===== src/rtl/code_ram_bus_arbiter_if.sv =====
// Bus bundle between the instruction/data bus decoders, the code RAM arbiter and the RAM macro.
// The arbiter uses the slave modport. Bus-side drivers (decoders, RAM model) use the master modport.
interface code_ram_bus_arbiter_if #(
    parameter int ADDR_W = 13
);
    logic              m0_req;
    logic [31:0]       m0_addr;
    logic              m0_gnt;
    logic              m0_rvalid;
    logic [31:0]       m0_rdata;

    logic              m1_req;
    logic              m1_we;
    logic [3:0]        m1_be;
    logic [31:0]       m1_addr;
    logic [31:0]       m1_wdata;
    logic              m1_gnt;
    logic              m1_rvalid;
    logic [31:0]       m1_rdata;

    logic              ram_req;
    logic              ram_we;
    logic [3:0]        ram_be;
    logic [ADDR_W-1:0] ram_addr;
    logic [31:0]       ram_wdata;
    logic [31:0]       ram_rdata;

    modport slave (
        input  m0_req, m0_addr, m1_req, m1_we, m1_be, m1_addr, m1_wdata, ram_rdata,
        output m0_gnt, m0_rvalid, m0_rdata, m1_gnt, m1_rvalid, m1_rdata,
        output ram_req, ram_we, ram_be, ram_addr, ram_wdata
    );

    modport master (
        output m0_req, m0_addr, m1_req, m1_we, m1_be, m1_addr, m1_wdata, ram_rdata,
        input  m0_gnt, m0_rvalid, m0_rdata, m1_gnt, m1_rvalid, m1_rdata,
        input  ram_req, ram_we, ram_be, ram_addr, ram_wdata
    );
endinterface


===== src/rtl/code_ram_bus_arbiter.sv =====
// Arbitrates the single-port code RAM between instruction bus (M0) and data bus (M1), M1 first.
// Define CODE_RAM_ARB_STARVE_GUARD_EN to let a starved M0 win one cycle after MAX_WAIT denials.
module code_ram_bus_arbiter #(
    parameter int ADDR_W   = 13,
    parameter int MAX_WAIT = 4
) (
    input  logic                    clk,
    input  logic                    rst_n,
    code_ram_bus_arbiter_if.slave   bus
);
`ifdef CODE_RAM_ARB_STARVE_GUARD_EN
    localparam bit GUARD_EN = 1'b1;
`else
    localparam bit GUARD_EN = 1'b0;
`endif
    localparam logic [3:0] WAIT_LIM = 4'(MAX_WAIT);

    typedef enum logic [1:0] {
        OWN_NONE = 2'd0,
        OWN_M0   = 2'd1,
        OWN_M1   = 2'd2
    } owner_e;

    owner_e     owner_q, owner_d;
    logic [3:0] m0_wait_q, m0_wait_d;
    logic       force_m0, m0_gnt, m1_gnt;

    // Grants are gated by rst_n so nothing reaches the RAM while reset is held.
    always_comb begin
        force_m0  = GUARD_EN && bus.m0_req && (m0_wait_q == WAIT_LIM);
        m1_gnt    = rst_n & bus.m1_req & ~force_m0;
        m0_gnt    = rst_n & bus.m0_req & ~m1_gnt;

        owner_d = OWN_NONE;
        if (m0_gnt)      owner_d = OWN_M0;
        else if (m1_gnt) owner_d = OWN_M1;

        m0_wait_d = 4'd0;
        if (bus.m0_req && !m0_gnt)
            m0_wait_d = (m0_wait_q == 4'hF) ? m0_wait_q : m0_wait_q + 4'd1;
    end

    always_ff @(posedge clk or negedge rst_n) begin
        if (!rst_n) begin
            owner_q   <= OWN_NONE;
            m0_wait_q <= 4'd0;
        end else begin
            owner_q   <= owner_d;
            m0_wait_q <= m0_wait_d;
        end
    end

    always_comb begin
        bus.m0_gnt    = m0_gnt;
        bus.m1_gnt    = m1_gnt;
        bus.ram_req   = m0_gnt | m1_gnt;
        bus.ram_we    = m1_gnt & bus.m1_we;
        bus.ram_be    = 4'h0;
        bus.ram_wdata = 32'h0;
        bus.ram_addr  = '0;
        if (m1_gnt) begin
            bus.ram_be    = bus.m1_be;
            bus.ram_wdata = bus.m1_wdata;
            bus.ram_addr  = bus.m1_addr[ADDR_W+1:2];
        end else if (m0_gnt) begin
            bus.ram_be    = 4'hF;
            bus.ram_addr  = bus.m0_addr[ADDR_W+1:2];
        end

        // Only the master that owns the in-flight access sees the RAM data.
        bus.m0_rvalid = (owner_q == OWN_M0);
        bus.m1_rvalid = (owner_q == OWN_M1);
        bus.m0_rdata  = bus.m0_rvalid ? bus.ram_rdata : 32'h0;
        bus.m1_rdata  = bus.m1_rvalid ? bus.ram_rdata : 32'h0;
    end

    // Byte-offset and out-of-window address bits are not used by the RAM.
    logic unused_addr_bits;
    assign unused_addr_bits = ^{bus.m0_addr[31:ADDR_W+2], bus.m0_addr[1:0],
                                bus.m1_addr[31:ADDR_W+2], bus.m1_addr[1:0]};
endmodule

===== src/flat_wrapper.sv =====
// flat-port wrapper written by rule: the top's interface ports become plain ports
module code_ram_bus_arbiter_flat 
#(
    parameter int ADDR_W   = 13,
    parameter int MAX_WAIT = 4
)
  (clk, rst_n, bus_m0_req, bus_m0_addr, bus_m1_req, bus_m1_we, bus_m1_be, bus_m1_addr, bus_m1_wdata, bus_ram_rdata, bus_m0_gnt, bus_m0_rvalid, bus_m0_rdata, bus_m1_gnt, bus_m1_rvalid, bus_m1_rdata, bus_ram_req, bus_ram_we, bus_ram_be, bus_ram_addr, bus_ram_wdata);
  code_ram_bus_arbiter_if #(.ADDR_W(ADDR_W)) bus_i ();
  input  logic clk;
  input  logic rst_n;
  input wire logic [$bits(bus_i.m0_req)-1:0] bus_m0_req;
  input wire logic [$bits(bus_i.m0_addr)-1:0] bus_m0_addr;
  input wire logic [$bits(bus_i.m1_req)-1:0] bus_m1_req;
  input wire logic [$bits(bus_i.m1_we)-1:0] bus_m1_we;
  input wire logic [$bits(bus_i.m1_be)-1:0] bus_m1_be;
  input wire logic [$bits(bus_i.m1_addr)-1:0] bus_m1_addr;
  input wire logic [$bits(bus_i.m1_wdata)-1:0] bus_m1_wdata;
  input wire logic [$bits(bus_i.ram_rdata)-1:0] bus_ram_rdata;
  output wire logic [$bits(bus_i.m0_gnt)-1:0] bus_m0_gnt;
  output wire logic [$bits(bus_i.m0_rvalid)-1:0] bus_m0_rvalid;
  output wire logic [$bits(bus_i.m0_rdata)-1:0] bus_m0_rdata;
  output wire logic [$bits(bus_i.m1_gnt)-1:0] bus_m1_gnt;
  output wire logic [$bits(bus_i.m1_rvalid)-1:0] bus_m1_rvalid;
  output wire logic [$bits(bus_i.m1_rdata)-1:0] bus_m1_rdata;
  output wire logic [$bits(bus_i.ram_req)-1:0] bus_ram_req;
  output wire logic [$bits(bus_i.ram_we)-1:0] bus_ram_we;
  output wire logic [$bits(bus_i.ram_be)-1:0] bus_ram_be;
  output wire logic [$bits(bus_i.ram_addr)-1:0] bus_ram_addr;
  output wire logic [$bits(bus_i.ram_wdata)-1:0] bus_ram_wdata;
  assign bus_i.m0_req = bus_m0_req;
  assign bus_i.m0_addr = bus_m0_addr;
  assign bus_i.m1_req = bus_m1_req;
  assign bus_i.m1_we = bus_m1_we;
  assign bus_i.m1_be = bus_m1_be;
  assign bus_i.m1_addr = bus_m1_addr;
  assign bus_i.m1_wdata = bus_m1_wdata;
  assign bus_i.ram_rdata = bus_ram_rdata;
  assign bus_m0_gnt = bus_i.m0_gnt;
  assign bus_m0_rvalid = bus_i.m0_rvalid;
  assign bus_m0_rdata = bus_i.m0_rdata;
  assign bus_m1_gnt = bus_i.m1_gnt;
  assign bus_m1_rvalid = bus_i.m1_rvalid;
  assign bus_m1_rdata = bus_i.m1_rdata;
  assign bus_ram_req = bus_i.ram_req;
  assign bus_ram_we = bus_i.ram_we;
  assign bus_ram_be = bus_i.ram_be;
  assign bus_ram_addr = bus_i.ram_addr;
  assign bus_ram_wdata = bus_i.ram_wdata;
  code_ram_bus_arbiter #(.ADDR_W(ADDR_W), .MAX_WAIT(MAX_WAIT)) u_core (.clk(clk), .rst_n(rst_n), .bus(bus_i));
endmodule

===== config.mk =====
export PLATFORM = sky130hd
export DESIGN_NAME = code_ram_bus_arbiter_flat
export DESIGN_NICKNAME = d
export VERILOG_FILES = /design/src/rtl/code_ram_bus_arbiter_if.sv /design/src/rtl/code_ram_bus_arbiter.sv /design/src/flat_wrapper.sv
export SDC_FILE = /design/constraint.sdc
export NUM_CORES = 1
export LEC_CHECK = 0
export BUFFER_PORTS_ARGS = -buffer_cell sky130_fd_sc_hd__buf_2
export CORE_AREA = 10 10 90 92
export CTS_BUF_LIST = sky130_fd_sc_hd__clkbuf_8 sky130_fd_sc_hd__clkbuf_16
export CTS_CLUSTER_SIZE = 14
export DETAILED_ROUTE_END_ITERATION = 16
export DIE_AREA = 0 0 100 102
export PLACE_DENSITY_LB_ADDON = 0.2
export REMOVE_ABC_BUFFERS = 1
export SKIP_LAST_GASP = 1
export SLEW_MARGIN = 20
export SYNTH_ARGS = -nofsm -noshare
export SYNTH_HDL_FRONTEND = slang
export SYNTH_SLANG_ARGS = --single-unit

===== constraint.sdc =====
create_clock -name clk -period 2.5 [get_ports clk]
set_clock_uncertainty 0.05 [all_clocks]
set_input_delay 0.125 -clock clk [delete_from_list [all_inputs] [get_ports clk]]
set_output_delay 0.125 -clock clk [all_outputs]
set_load 0.1 [all_outputs]

==> run summary, run 1 <==
vias in the first global route: 1949
Core Box Area: 6280 sq um
final setup violating endpoints: 0
Worst path slowest cell: dlygate4sd3_1
met2 wire length: 3460 microns
total wire length: 7110 microns
most used cell, CP: buf_2
max reg flops: 2
Root Driver: clkbuf_8
Max Buffers Root-to-Sink: 2
H-tree levels: 1
Sum Neg Setup Slack: 0 ns
Tmin final: 1.89 ns
Most flops, register: u_core.owner_q
CTS clk-pin slew, worst paths: 0.03 ns
Data required, critical path: 2.33 ns
fmax: 0.528 GHz
status: completed
initial drt markers: 63
CP endpoint kind: output pin
Avg WL per Cell: 15.6 microns
Overall Power: 959 uW
top routing layer used: met4
DR vias/cell: 4.20
Initial Util: 17.2%
number of CTS-inserted buffers: 3
Via Count: 1915
peak supply drop: 0.189 mV
most frequent cells in the layout: 217 x buf_2, 66 x and2_1, 33 x and3_1
Post-Syn Instances: 173
Pleak: 0.00155 uW
IO Pins: 256
# hold bufs at CTS: 1
Max-slew headroom: 42.2%
initial antenna violation count: 1
critical path arrival: 1.72 ns
Overflow after GRT: 0
met3 WL: 1100 microns
FF+latch count, synth: 2
storage element area: 50.0 sq um
Slew Limit Fails: 0
HPWL Detailed: 6110 microns
CTS tree: built
All-Layer GR Usage: 12.3%
wire length on met1: 2510 microns
filler instances: 710
gpl congestion: 0.729
Post-Syn Area: 1080 sq um
worst-path maximum fanout: 35
Routed Antenna Nets: 0
clock sink total: 2
max cap viols: 0
fin area: 2210 sq um
slowest stage delay, CP: 0.52 ns
post-CTS sizing: 0
CP Launch Type: input port
final core occ: 35.2%
Die H: 102 microns
Pwr Density: 434 nW/um^2
site row count: 29
DR pass1 iterations: 4
Netlist cell types: 17
Mean Syn Cell Area: 6.25 sq um
Final period util: 75.7%
most common cell after layout, fill and taps aside: buf_2
fraction of layout cells with a size suffix above 1: 59.8%
RSZ-0062 raised after global routing: no
global-route wire length before repair: 10400 microns
final hold vios: 0
Placement Cell Area: 2160 sq um
worst slew pin tran: 0.867 ns
biggest regs: u_core.owner_q x2
Area Overhead vs Synth: 105%
I/O Buffers: 217
sequential element share of the synthesized area: 4.63%
DRC Markers: 0
Yosys warnings: 0
CP cell instances: dlygate4sd3_1, buf_2, buf_4, and3_1, buf_2
nets: 517
largest net degree at the start of global routing: 68
Die Area: 10200 sq um
die width: 100 microns
post-CTS setup buffers: 0
Fin Hold WS: 0.447 ns
Hold Path Class: input port to async pin
area of the multi-input gates: 906 sq um
Worst Setup Path Type: input port to output pin
==> cells in the mapped netlist <==
| master | number | area share (%) |
|---|---|---|
| a21oi_1 | 16 | 7.4 |
| a21oi_2 | 1 | 0.81 |
| and2_1 | 66 | 38 |
| and2b_4 | 1 | 0.93 |
| and3_1 | 33 | 19 |
| buf_2 | 5 | 2.3 |
| buf_4 | 4 | 2.8 |
| buf_6 | 4 | 4.2 |
| clkbuf_1 | 3 | 1.0 |
| clkbuf_2 | 2 | 0.93 |
| dfrtp_1 | 2 | 4.6 |
| inv_2 | 1 | 0.35 |
| nand2_1 | 17 | 5.9 |
| nand2b_1 | 1 | 0.58 |
| nand3b_1 | 13 | 9.0 |
| nor2_1 | 3 | 1.0 |
| nor2b_2 | 1 | 0.81 |
==> worst max path at each step <==
stage,start,to,depth (start not counted)
after CTS,rst_n,bus_ram_wdata[8],5
final,rst_n,bus_ram_we,5
after detailed placement,bus_m1_req,bus_m0_gnt,4
after floorplan,u_core.owner_q[1],bus_m0_rdata[0],2
after global routing,rst_n,bus_ram_wdata[8],5
after global placement,bus_m1_req,bus_m0_gnt,4
==> per-layer routing <==
metal  global-route usage [%]  up-vias
met5                        0        -
met4                     2.72        0
met3                     6.88        2
met2                     22.3      138
met1                     11.9      798
li1                         -      977
==> cells by family (layout without fill, tap and decap cells) <==
kind of cell           after synthesis  in the layout  synth area share [%]
and+or+nand+nor                    135            135                  75.6
buffers and inverters               19            224                  11.6
AOI/OAI and AO/OA                   17             17                  8.22
other                                0              1                     0
DFF                                  2              2                  4.63
==> final cells by class <==
cell class | instances | share of cell area (%)
well taps | 77 | 4.36
clock buffers | 3 | 1.87
diodes | 1 | 0.113
repair buffers | 220 | 50.3
inverters | 1 | 0.170
flip-flops and latches | 2 | 2.26
multi-input cells | 152 | 41.0
==> stage by stage <==
stage | instances | setup WS [ns]
4_1_cts | 455 | 0.575
3_3_place_gp | 451 | 0.750
6_report | 456 | 0.607
3_5_place_dp | 451 | 0.725
5_1_grt | 455 | 0.508
2_1_floorplan | 155 | -0.125
==> worst max-delay path: cells and delay by family <==
| family | cells | cell delay, ns |
|---|---|---|
| simple gates | 1 | 0.20 |
| buf+inv | 4 | 1.38 |
==> report_power, final <==
| part | switching, uW | internal, uW | total [uW] |
|---|---|---|---|
| clock network | 25.2 | 102 | 127 |
| logic | 651 | 145 | 797 |
| registers | 0.697 | 34.1 | 34.8 |
| total | 677 | 281 | 959 |
Power figures use the tool's default switching activity.
==> run 2: changes to the inputs <==
--- a/config.mk
+++ b/config.mk
@@ -6,11 +6,11 @@
 export NUM_CORES = 1
 export LEC_CHECK = 0
 export BUFFER_PORTS_ARGS = -buffer_cell sky130_fd_sc_hd__buf_2
-export CORE_AREA = 10 10 90 92
+export CORE_AREA = 10 10 91 93
 export CTS_BUF_LIST = sky130_fd_sc_hd__clkbuf_8 sky130_fd_sc_hd__clkbuf_16
 export CTS_CLUSTER_SIZE = 14
 export DETAILED_ROUTE_END_ITERATION = 16
-export DIE_AREA = 0 0 100 102
+export DIE_AREA = 0 0 101 103
 export PLACE_DENSITY_LB_ADDON = 0.2
 export REMOVE_ABC_BUFFERS = 1
 export SKIP_LAST_GASP = 1
==> constraint.sdc (replaced) <==
create_clock -name clk -period 1.87 [get_ports clk]
set_clock_uncertainty 0.05 [all_clocks]
set_input_delay 0.0935 -clock clk [delete_from_list [all_inputs] [get_ports clk]]
set_output_delay 0.0935 -clock clk [all_outputs]
set_load 0.1 [all_outputs]
==> run summary, run 2 (synthesis gave the netlist of run 1 again) <==
biggest regs: u_core.owner_q x2
Fin Hold WS: 0.367 ns (-0.0797 ns)
Overflow after GRT: 0 (unchanged)
Area Overhead vs Synth: 189%
initial drt markers: 56 (-11%)
total wire length: 7420 microns (+4.3%)
Root Driver: clkbuf_8
number of CTS-inserted buffers: 3 (unchanged)
Via Count: 1926 (+0.57%)
Most flops, register: u_core.owner_q
top routing layer used: met4
Endpoint, Worst Hold: u_core.owner_q[1]
CTS clk-pin slew, worst paths: 0.03 ns (about the same)
most common cell after layout, fill and taps aside: buf_2
final hold vios: 0 (unchanged)
most frequent cells in the layout: 156 x buf_2, 66 x and2_1, 61 x buf_12
critical path arrival: 1.59 ns (-0.13 ns)
CP top delay family: simple AND/OR/NAND/NOR gates
RSZ-0062 raised after global routing: no
Routed Antenna Nets: 0 (unchanged)
Data required, critical path: 1.73 ns (-0.60 ns)
max cap viols: 0 (unchanged)
hold_sp: rst_n
DRC Markers: 0 (unchanged)
max reg flops: 2 (unchanged)
Initial Util: 16.5% (-0.76 points)
status: completed
Tmin final: 1.74 ns
largest net degree at the start of global routing: 68 (unchanged)
Slew Limit Fails: 0 (unchanged)
diode count: 0 (-1)
site row count: 30 (+3.4%)
CTS tree: built
Die H: 103 microns (+0.98%)
Placement Cell Area: 3070 sq um (+42%)
DR pass1 iterations: 4 (unchanged)
final setup violating endpoints: 0 (unchanged)
die width: 101 microns (+1.0%)
Hold Path Class: input port to flop
Core Box Area: 6570 sq um (+4.6%)
IO Pins: 256 (unchanged)
fin area: 3120 sq um (+41%)
post-CTS sizing: 0 (unchanged)
worst slew pin tran: 0.829 ns (-0.0376 ns)
gpl congestion: 0.721 (-1.1%)
global-route wire length before repair: 10600 microns (+1.9%)
H-tree levels: 1 (unchanged)
I/O Buffers: 217 (unchanged)
Max Buffers Root-to-Sink: 2 (unchanged)
CP Buf/Inv Count: 1 (-3)
DR vias/cell: 4.21 (+0.35%)
Avg WL per Cell: 16.2 microns (+4.1%)
initial antenna violation count: 0 (-1)
final std cells w/o fill: 457 (+0.22%)
fraction of layout cells with a size suffix above 1: 59.7% (-0.11 points)
met2 wire length: 3480 microns (+0.35%)
clock sink total: 2 (unchanged)
Worst Setup Path Type: flop to output pin
Pleak: 0.00173 uW (+12%)
peak supply drop: 0.276 mV (+46%)
CP cell instances: and2b_4, and2_1, buf_2
Pwr Density: 460 nW/um^2 (+6.1%)
filler instances: 633 (-11%)
fmax: 0.575 GHz
CP Launch Type: flop
Placed Instances: 453 (+0.44%)
vias in the first global route: 1993 (+2.3%)
Worst path slowest cell: and2b_4
worst-path maximum fanout: 33 (-5.7%)
Die Area: 10400 sq um (+2.0%)
Max-slew headroom: 44.7% (+2.5 points)
All-Layer GR Usage: 12.6% (+0.36 points)
wire length on met1: 2970 microns (+18%)
CP endpoint kind: output pin
HPWL Detailed: 6430 microns (+5.2%)
nets: 516 (-0.19%)
Final period util: 92.9%
hold path depth: 2
met3 WL: 867 microns (-21%)
slowest stage delay, CP: 0.44 ns (-0.08 ns)
-- run 2: cell types whose count changed in the layout (fill, tap and decap cells not counted) --
cell,delta
buf_4,-1
buf_2,-61
diode_2,-1
buf_12,+61
-- run 2: routing by layer --
metal	vias up	GRT usage (%)
li1	977	-
met1	809	13.8
met2	134	21.9
met3	6	5.03
met4	0	3.75
met5	-	0
-- run 2: worst max path at each step --
stage / startpoint / end / depth (start not counted)
2_1_floorplan: u_core.owner_q[1] / bus_m0_rdata[0] / 2
3_3_place_gp: bus_m1_req / bus_ram_addr[7] / 4
3_5_place_dp: bus_m1_req / bus_ram_addr[7] / 4
4_1_cts: u_core.owner_q[0] / bus_m1_rdata[18] / 3
5_1_grt: u_core.owner_q[0] / bus_m1_rdata[18] / 3
6_report: u_core.owner_q[0] / bus_m1_rdata[20] / 3
-- run 2: final cells by class --
type                    count  area [sq um]  area share (%)
clock buffers               3          41.3            1.32
inverters                   1          3.75           0.120
multi-input cells         152           906            29.0
flip-flops and latches      2          50.0            1.60
well taps                  80           100            3.21
repair buffers            219          2020            64.7
-- run 2: metrics by stage --
step,TNS (ns),utilization (%),total power [uW],setup WS [ns]
3_5_place_dp,0,46.7,1280,0.231
2_1_floorplan,-23.60,-,870,-0.723
4_1_cts,0,47.5,1450,0.0973
5_1_grt,0,47.5,1500,0.0128
3_3_place_gp,0,46.7,1270,0.286
6_report,0,47.5,1440,0.132
-- run 2: repair_timing --
action | in CTS | in global routing
hold buffers | 1 | 0
buffers inserted | 0 | 0
hold endpoints to repair | 2 | 0
-- run 2: power by group --
part | switching, uW | total [uW] | internal [uW]
Combinational | 897 | 1220 | 324
Clock | 31.5 | 167 | 136
Sequential | 0.935 | 46.5 | 45.6
